$ cat config.mk
export PLATFORM = sky130hd
export DESIGN_NAME = calc_result_display
export DESIGN_NICKNAME = d
export VERILOG_FILES = /design/src/rtl/calc_result_display.sv
export SDC_FILE = /design/constraint.sdc
export NUM_CORES = 1
export LEC_CHECK = 0
export ABC_AREA = 1
export CAP_MARGIN = 40
export CORE_ASPECT_RATIO = 1.2
export CORE_MARGIN = 2
export CORE_UTILIZATION = 54
export DETAILED_ROUTE_END_ITERATION = 8
export GPL_TIMING_DRIVEN = 0
export PLACE_DENSITY = 0.81
export SYNTH_ARGS = -nofsm -noshare
export SYNTH_HDL_FRONTEND = slang
export SYNTH_SLANG_ARGS = --single-unit
$ cat constraint.sdc
create_clock -name clk -period 2.85 [get_ports clk]
set_input_delay 0.57 -clock clk [delete_from_list [all_inputs] [get_ports clk]]
set_output_delay 0.57 -clock clk [all_outputs]
set_load 0.02 [all_outputs]
$ cat src/rtl/calc_result_display.sv
// calc_result_display: captures a result word, converts it to BCD with a
// sequential double-dabble engine and drives a multiplexed 4-digit display.
// Optional signed mode is enabled by defining CALC_SIGNED_EN.
module calc_result_display #(
    parameter int DW          = 8,
    parameter int REFRESH_DIV = 16
) (
    input  logic          clk,
    input  logic          rst,
    input  logic          done,
    input  logic [DW-1:0] result,
    output logic          busy,
    output logic          valid,
    output logic [11:0]   bcd,
    output logic [3:0]    an,
    output logic [6:0]    seg
);

`ifdef CALC_SIGNED_EN
    localparam int NB = DW + 1;
`else
    localparam int NB = DW;
`endif
    localparam int SW = 12 + NB;
    localparam int CW = $clog2(NB + 1);
    localparam int RW = $clog2(REFRESH_DIV);

    localparam logic [6:0] BLANK = 7'b1111111;
`ifdef CALC_SIGNED_EN
    localparam logic [6:0] MINUS = 7'b0111111;
`endif

    typedef enum logic [1:0] {
        IDLE,
        SHIFT,
        WRITE
    } state_t;

    state_t         state_q;
    logic [SW-1:0]  sr_q;
    logic [CW-1:0]  cnt_q;
    logic           pend_q;
    logic [DW-1:0]  pbuf_q;
    logic           busy_q;
    logic           valid_q;
    logic [11:0]    bcd_q;
`ifdef CALC_SIGNED_EN
    logic           sign_cur_q;
    logic           sign_q;
`endif

    logic [RW-1:0]  rcnt_q;
    logic [1:0]     dig_q;
    logic [3:0]     an_q;
    logic [6:0]     seg_q;
    logic [6:0]     seg_d;

    // Magnitude of the loaded word, widened to the engine width.
    function automatic logic [NB-1:0] to_mag(input logic [DW-1:0] v);
`ifdef CALC_SIGNED_EN
        logic [NB-1:0] ext;
        ext = {v[DW-1], v};
        return v[DW-1] ? (~ext + NB'(1)) : ext;
`else
        return v;
`endif
    endfunction

    // One double-dabble step: correct each BCD nibble, then shift left.
    function automatic logic [SW-1:0] dabble(input logic [SW-1:0] s);
        logic [SW-1:0] t;
        t = s;
        for (int i = 0; i < 3; i++) begin
            if (t[NB+4*i +: 4] >= 4'd5)
                t[NB+4*i +: 4] = t[NB+4*i +: 4] + 4'd3;
        end
        return {t[SW-2:0], 1'b0};
    endfunction

    // Active-low glyph for one BCD digit.
    function automatic logic [6:0] glyph(input logic [3:0] d);
        logic [6:0] g;
        unique case (d)
            4'd0:    g = 7'b1000000;
            4'd1:    g = 7'b1111001;
            4'd2:    g = 7'b0100100;
            4'd3:    g = 7'b0110000;
            4'd4:    g = 7'b0011001;
            4'd5:    g = 7'b0010010;
            4'd6:    g = 7'b0000010;
            4'd7:    g = 7'b1111000;
            4'd8:    g = 7'b0000000;
            4'd9:    g = 7'b0010000;
            default: g = BLANK;
        endcase
        return g;
    endfunction

    // Conversion FSM with one-deep pending buffer; a pending word restarts
    // the engine at the WRITE edge so busy never drops between conversions.
    always_ff @(posedge clk or negedge rst) begin
        if (!rst) begin
            state_q    <= IDLE;
            sr_q       <= '0;
            cnt_q      <= '0;
            pend_q     <= 1'b0;
            pbuf_q     <= '0;
            busy_q     <= 1'b0;
            valid_q    <= 1'b0;
            bcd_q      <= '0;
`ifdef CALC_SIGNED_EN
            sign_cur_q <= 1'b0;
            sign_q     <= 1'b0;
`endif
        end else begin
            unique case (state_q)
                IDLE: begin
                    if (done) begin
                        sr_q       <= {12'b0, to_mag(result)};
                        cnt_q      <= CW'(NB);
                        busy_q     <= 1'b1;
                        state_q    <= SHIFT;
`ifdef CALC_SIGNED_EN
                        sign_cur_q <= result[DW-1];
`endif
                    end
                end
                SHIFT: begin
                    sr_q  <= dabble(sr_q);
                    cnt_q <= cnt_q - CW'(1);
                    if (cnt_q == CW'(1))
                        state_q <= WRITE;
                    if (done) begin
                        pbuf_q <= result;
                        pend_q <= 1'b1;
                    end
                end
                WRITE: begin
                    bcd_q   <= sr_q[SW-1 -: 12];
                    valid_q <= 1'b1;
`ifdef CALC_SIGNED_EN
                    sign_q  <= sign_cur_q;
`endif
                    if (pend_q) begin
                        sr_q       <= {12'b0, to_mag(pbuf_q)};
                        cnt_q      <= CW'(NB);
                        state_q    <= SHIFT;
`ifdef CALC_SIGNED_EN
                        sign_cur_q <= pbuf_q[DW-1];
`endif
                        if (done)
                            pbuf_q <= result;
                        else
                            pend_q <= 1'b0;
                    end else if (done) begin
                        sr_q       <= {12'b0, to_mag(result)};
                        cnt_q      <= CW'(NB);
                        state_q    <= SHIFT;
`ifdef CALC_SIGNED_EN
                        sign_cur_q <= result[DW-1];
`endif
                    end else begin
                        busy_q  <= 1'b0;
                        state_q <= IDLE;
                    end
                end
                default: state_q <= IDLE;
            endcase
        end
    end

    // Refresh timer: advance the lit digit every REFRESH_DIV cycles.
    always_ff @(posedge clk or negedge rst) begin
        if (!rst) begin
            rcnt_q <= '0;
            dig_q  <= '0;
        end else if (rcnt_q == RW'(REFRESH_DIV - 1)) begin
            rcnt_q <= '0;
            dig_q  <= dig_q + 2'd1;
        end else begin
            rcnt_q <= rcnt_q + RW'(1);
        end
    end

    // Segment pattern for the current digit with leading-zero blanking.
    always_comb begin
        seg_d = BLANK;
        unique case (dig_q)
            2'd0: seg_d = glyph(bcd_q[3:0]);
            2'd1: seg_d = (bcd_q[11:4] == 8'd0) ? BLANK : glyph(bcd_q[7:4]);
            2'd2: seg_d = (bcd_q[11:8] == 4'd0) ? BLANK : glyph(bcd_q[11:8]);
            2'd3: begin
`ifdef CALC_SIGNED_EN
                seg_d = sign_q ? MINUS : BLANK;
`else
                seg_d = BLANK;
`endif
            end
            default: seg_d = BLANK;
        endcase
    end

    // Registered display drive; dark until the first result is ready.
    always_ff @(posedge clk or negedge rst) begin
        if (!rst) begin
            an_q  <= 4'b1111;
            seg_q <= BLANK;
        end else if (valid_q) begin
            an_q  <= ~(4'b0001 << dig_q);
            seg_q <= seg_d;
        end else begin
            an_q  <= 4'b1111;
            seg_q <= BLANK;
        end
    end

    assign busy  = busy_q;
    assign valid = valid_q;
    assign bcd   = bcd_q;
    assign an    = an_q;
    assign seg   = seg_q;

endmodule

# Word level (Yosys, flattened, before mapping)
# Memories as Yosys holds them, arrays and structs flattened.
# Index checks and enable logic that the tools add are counted.
dict set report word_totals {
  regBits 66
  mem_bits_ro 336
  input_bits 11
  out_inout_bits 25
  n_memories 3
}
dict set report classes {
  add_sub_neg 6
  magnitude_cmp 3
  n_eq_ne 13
  shifts 1
  n_mux 30
  bitwise_logic 1
  n_reduce_logical 11
}
# name words word_bits rd rd_ports_with_merged_regs write_ports line_no
set memory_table {}
lappend memory_table {{(no name shown)} 16 7 1 0 0 83} ;# unique case (d)
lappend memory_table {{(no name shown)} 16 7 1 0 0 83}
lappend memory_table {{(no name shown)} 16 7 1 0 0 83}
# operator count
set ops {}
lappend ops {{one-hot mux 20 bit (3 select lines)} 1}
lappend ops {{2-to-1 mux 20 bit} 2}
lappend ops {{one-hot mux 7 bit (4 select lines)} 1}
lappend ops {{2-to-1 mux 4 bit} 6}
lappend ops {{2-to-1 mux 7 bit} 3}
lappend ops {{2-to-1 mux 8 bit} 2}
lappend ops {{one-hot mux 8 bit (2 select lines)} 1}
lappend ops {{greater-or-equal comparator 4 x 3 -> 1 bit (second input constant)} 3}
lappend ops {{inequality test 2 bit (second input constant)} 6}
lappend ops {{one-hot mux 4 bit (3 select lines)} 1}
lappend ops {{adder 4 x 2 -> 4 bit (second input constant)} 2}
lappend ops {{zero test 8 bit} 1}
lappend ops {{2-to-1 mux 1 bit} 7}
lappend ops {{equality test 2 bit (second input constant)} 3}
lappend ops {{one-hot mux 2 bit (3 select lines)} 1}
lappend ops {{AND reduction 2 bit} 3}
lappend ops {{adder 4 x 1 -> 4 bit (second input constant)} 1}
lappend ops {{equality test 2 x 1 -> 1 bit (second input constant)} 2}
lappend ops {{equality test 4 x 1 -> 1 bit (second input constant)} 1}
lappend ops {{equality test 4 bit (second input constant)} 1}
lappend ops {{zero test 2 bit} 2}
lappend ops {{zero test 4 bit} 1}
lappend ops {{2-to-1 mux 2 bit} 2}
lappend ops {{inverter 4 bit} 1}
lappend ops {{9 further kinds} 11}

# Depth between registers and ports, before layout
dict set report depth {
  ltp_word 4
  depth_mapped 11
  ltp_nobuf 11
}

# Least setup slack after synthesis
# No wires, ideal clock.
dict set report synth_timing {
  kind {reg-to-reg}
  start {register state_q[0]}
  end {register cnt_q[2]}
  setup_time_ps 116
  arrival_ps 1389
  required_ps 2734
  path_slack_ps 1344
  stages_incl_launch_ff 10
  n_path_buf 2
  cell_sequence {dfrtp_1 inv_1 ha_1 buf_2 nand3_1 nand2_2 buf_6 o21ai_2 nand2_1 nand2_1}
}
dict set report synth_via {
  elab_chain_cells 2
  word_cells_on_any_way 5
}
# element line_no
set synth_rtl {}
lappend synth_rtl {{start: declaration} 39} ;# state_t state_q;
lappend synth_rtl {{start signal: assignment} 103} ;# state_q <= IDLE;
lappend synth_rtl {{start signal: assignment} 122} ;# state_q <= SHIFT;
lappend synth_rtl {{start signal: assignment} 132} ;# state_q <= WRITE;
lappend synth_rtl {{equality test 2 bit, or another cell as far along} 116} ;# unique case (state_q)
lappend synth_rtl {{one-hot mux 4 bit (3 select lines) or nonzero test 3 bit (tied branches)} --}
lappend synth_rtl {{end signal: assignment} 120} ;# cnt_q <= CW'(NB);
lappend synth_rtl {{end signal: assignment} 130} ;# cnt_q <= cnt_q - CW'(1);
lappend synth_rtl {{end signal: assignment} 146} ;# cnt_q <= CW'(NB);
lappend synth_rtl {{end: declaration} 41} ;# logic [CW-1:0] cnt_q;
# Parallel ways exist; a longest one is shown, timed or not.
# A chain may end at the register's enable or synchronous reset.

# Worst setup path after layout
dict set report layout_timing {
  start {register bcd_q[10], in the netlist bcd[10]}
  end {output port bcd[10]}
}
# element line_no
set layout_rtl {}
lappend layout_rtl {{start: declaration} 46} ;# logic [11:0] bcd_q;
lappend layout_rtl {{start signal: assignment} 139} ;# bcd_q <= sr_q[SW-1 -: 12];
lappend layout_rtl {{end: declaration} 14} ;# output logic [11:0] bcd,
# No word-level cell between the ends.

==> results.sh <==
export IMPL_run_status="completed"
export IMPL_dp_hpwl_um=5960
export IMPL_regArea_um2=1670
export IMPL_viasPerCell=5.41
export IMPL_routed_via_count=3296
export IMPL_final_cell_mix="107 x nand2_1, 65 x inv_1, 55 x dfrtp_1, 49 x o21ai_0, 42 x nand3_1"
export IMPL_pin_count=36
export IMPL_maxSlewViolCount=0
export IMPL_p_int_mw=1.94
export IMPL_peakVddDrop_uv=516
export IMPL_drc=0
export IMPL_dieArea_um2=7780
export IMPL_synth_mux_area_share_pct=0.294
export IMPL_core_area_um2=6850
export IMPL_cp_top_family="buffers and inverters"
export IMPL_yosys_top_cells_area="dfrtp_1 36%, ha_1 11%, nand2_1 11%"
export IMPL_synth_top_family_by_area="simple AND/OR/NAND/NOR gates"
export IMPL_cts_clk_slew_worst_paths_ns=0.07
export IMPL_htree_levels=3
export IMPL_layout_min_cycle_time_ns=2.06
export IMPL_synthCells=472
export IMPL_cts_setup_buffers=0
export IMPL_synth_fa_ha_area_share_pct=10.8
export IMPL_drive_gt1_share_pct=9.39
export IMPL_crit_fanout=8
export IMPL_leakage_nw=2.19
export IMPL_wl_per_cell_um=13.3
export IMPL_yosys_area_share_simple_pct=20.7
export IMPL_synth_area_um2=3820
export IMPL_multi_input_area_um2=1820
export IMPL_yosys_area_top_type="dfrtp_1"
export IMPL_grt_pass1_vias=3205
export IMPL_avgSynthCellArea_um2=8.10
export IMPL_gr_usage_all_layers_pct=22.7
export IMPL_grt_pass1_wl_um=13600
export IMPL_ys_ff_latch=66
export IMPL_ctsResizeCount=0
export IMPL_die_w_um=80.8
export IMPL_p_per_area_nw_per_um2=700
export IMPL_timing_max_cap_violations=0
export IMPL_placedCellCount=593
export IMPL_drtIter0Drc=148
export IMPL_synth_xor_xnor_area_share_pct=0.916
export IMPL_antenna_found_initial=0
export IMPL_yosys_warnings=0
export IMPL_path_cells="clkdlybuf4s50_1"
export IMPL_power_share_switching_pct=37.9
export IMPL_cp_required_ns=2.28
export IMPL_numPortBuffers=34
export IMPL_grt_max_degree=67
export IMPL_layout_commonest_cell="nand2_1"
export IMPL_grt_setup_unrepaired="no"
export IMPL_switchingPower_mw=1.18
export IMPL_clock_skew_ns=0.00881
export IMPL_gp_congestion=0.895
export IMPL_overflow=0
export IMPL_cp_slowest_stage_delay_ns=0.66
export IMPL_drt_total_wl_um=8100
export IMPL_utilization_pct=65.1
export IMPL_timing_final_crit_share_pct=72.3
export IMPL_fp_dieH_um=96.2
export IMPL_drtPass1Iterations=7
export IMPL_critPathBufInv=1
export IMPL_start_kind="flip-flop"
export IMPL_num_antenna_cells=0
export IMPL_fill_cells=581
export IMPL_min_delay_path_class="primary input to async pin"
export IMPL_hold_viol=0
export IMPL_fin_cells=609
export IMPL_cpMaxStageDelayCell="clkdlybuf4s50_1"
export IMPL_clk_insertion_delay_late_ns=0.34
export IMPL_power_frac_comb_pct=37.7
export IMPL_rows=33
export IMPL_slew_headroom_pct=45.5
export IMPL_synth_top_area_share_pct=36.0
export IMPL_syn_to_final_growth_pct=16.6
export IMPL_ctsHoldBuffers=0
export IMPL_cts_root_buf="clkbuf_8"
export IMPL_synth_seq_area_share_pct=43.5
export IMPL_total_power_mw=3.12
export IMPL_max_clock_freq_ghz=0.485
export IMPL_ys_types=31
export IMPL_start_util_pct=55.8
export IMPL_cts_made_buffers=9
export IMPL_cts_tree="done"
export IMPL_setup_viol=0
export IMPL_clock_path_buffers=2
export IMPL_power_frac_seq_pct=37.6
export IMPL_worst_slew_pin_slew_ns=0.817
export IMPL_synth_compound_area_share_pct=14.8
export IMPL_path_class="flip-flop to primary output"
export IMPL_syn_num_nets=516
export IMPL_clock_sinks=66
export IMPL_antenna_left=0
export IMPL_cp_end_kind="primary output"
export IMPL_fin_nets=561
export IMPL_critPathArrivalTime_ns=1.49
export IMPL_clkPwrFrac_pct=24.6
[final timing paths]
kind	from	slack (ns)	to	depth (start not counted)
max	bcd[10]$_DFFE_PN0P_	0.79	bcd[10]	1
min	rst	0.31	bcd[9]$_DFFE_PN0P_	1
max reg2reg	state_q[0]$_DFFE_PN0P_	1.02	sr_q[14]$_DFFE_PN0P_	9
min reg2reg	cnt_q[2]$_DFFE_PN0P_	0.47	cnt_q[2]$_DFFE_PN0P_	2
max in group asynchronous	rst	1.98	valid$_DFFE_PN0P_	1
min in group clk	cnt_q[2]$_DFFE_PN0P_	0.47	cnt_q[2]$_DFFE_PN0P_	2
[stage by stage]
step / cell area (µm²) / hold slack, ns / setup slack, ns / setup TNS [ns]
2_1_floorplan: 3820 / 0.274 / 1.34 / 0
5_1_grt: 4460 / 0.395 / 0.729 / 0
3_3_place_gp: 4270 / 0.454 / -0.901 / -51.25
3_5_place_dp: 4270 / 0.464 / 1.05 / 0
6_report: 4460 / 0.309 / 0.789 / 0
4_1_cts: 4460 / 0.348 / 0.789 / 0
[cells in the mapped netlist]
| master | instances |
|---|---|
| a211oi_1 | 1 |
| a21oi_1 | 22 |
| a22o_1 | 1 |
| a32oi_1 | 3 |
| buf_1 | 1 |
| buf_2 | 3 |
| buf_4 | 1 |
| buf_6 | 4 |
| clkbuf_1 | 2 |
| dfrtp_1 | 55 |
| dfstp_2 | 11 |
| ha_1 | 33 |
| inv_1 | 65 |
| inv_2 | 5 |
| mux2_2 | 1 |
| nand2_1 | 107 |
| nand2_2 | 1 |
| nand2_4 | 2 |
| nand3_1 | 42 |
| nand3_2 | 1 |
| nor2_1 | 25 |
| nor2_8 | 1 |
| nor3_1 | 2 |
| o211ai_1 | 1 |
| o21ai_0 | 49 |
| o21ai_1 | 14 |
| o21ai_2 | 2 |
| o221ai_1 | 4 |
| o22ai_1 | 6 |
| or2_2 | 3 |
| xor2_1 | 4 |
[routing by layer]
layer | GRT usage (%) | routed length, µm | vias to the layer above
met5 | 0 | 0 | -
met4 | 9.46 | 147 | 0
met3 | 3.75 | 349 | 15
met2 | 40.6 | 4220 | 90
met1 | 26.8 | 3380 | 1567
li1 | - | - | 1624
[cell families (layout without fill, tap and decap cells)]
group,count (synthesis),count (layout)
XOR/XNOR,4,4
flip-flops,66,66
AO/OA/AOI/OAI,103,103
multiplexers,1,1
adder cells (fa/ha/maj),33,33
AND/OR/NAND/NOR,184,184
buffers and inverters,81,131
[registers in the layout, summed over array words and instances (netlist names), 2 cells and up]
name,cells
sr_q,20
bcd,12
pbuf_q,8
seg,7
an,4
cnt_q,4
rcnt_q,4
dig_q,2
state_q,2
[power groups by stage]
stage                     Sequential [mW]  Combinational [mW]  Clock [mW]
after floorplan                      1.19               0.858           0
after global placement               1.19                1.13           0
after detailed placement             1.19                1.17           0
after CTS                            1.17                1.18       0.789
after global routing                 1.19                1.33       0.833
final                                1.18                1.18       0.769
[cell type report]
type | count | area share [%]
tap | 87 | 2.44
clock buffer | 13 | 3.34
inverter | 70 | 5.89
multi-input combinational | 325 | 40.8
buffer | 11 | 1.77
timing repair buffer | 34 | 7.57
sequential | 66 | 37.3
clock inverter | 3 | 0.898
Power figures use the tool's default switching activity.
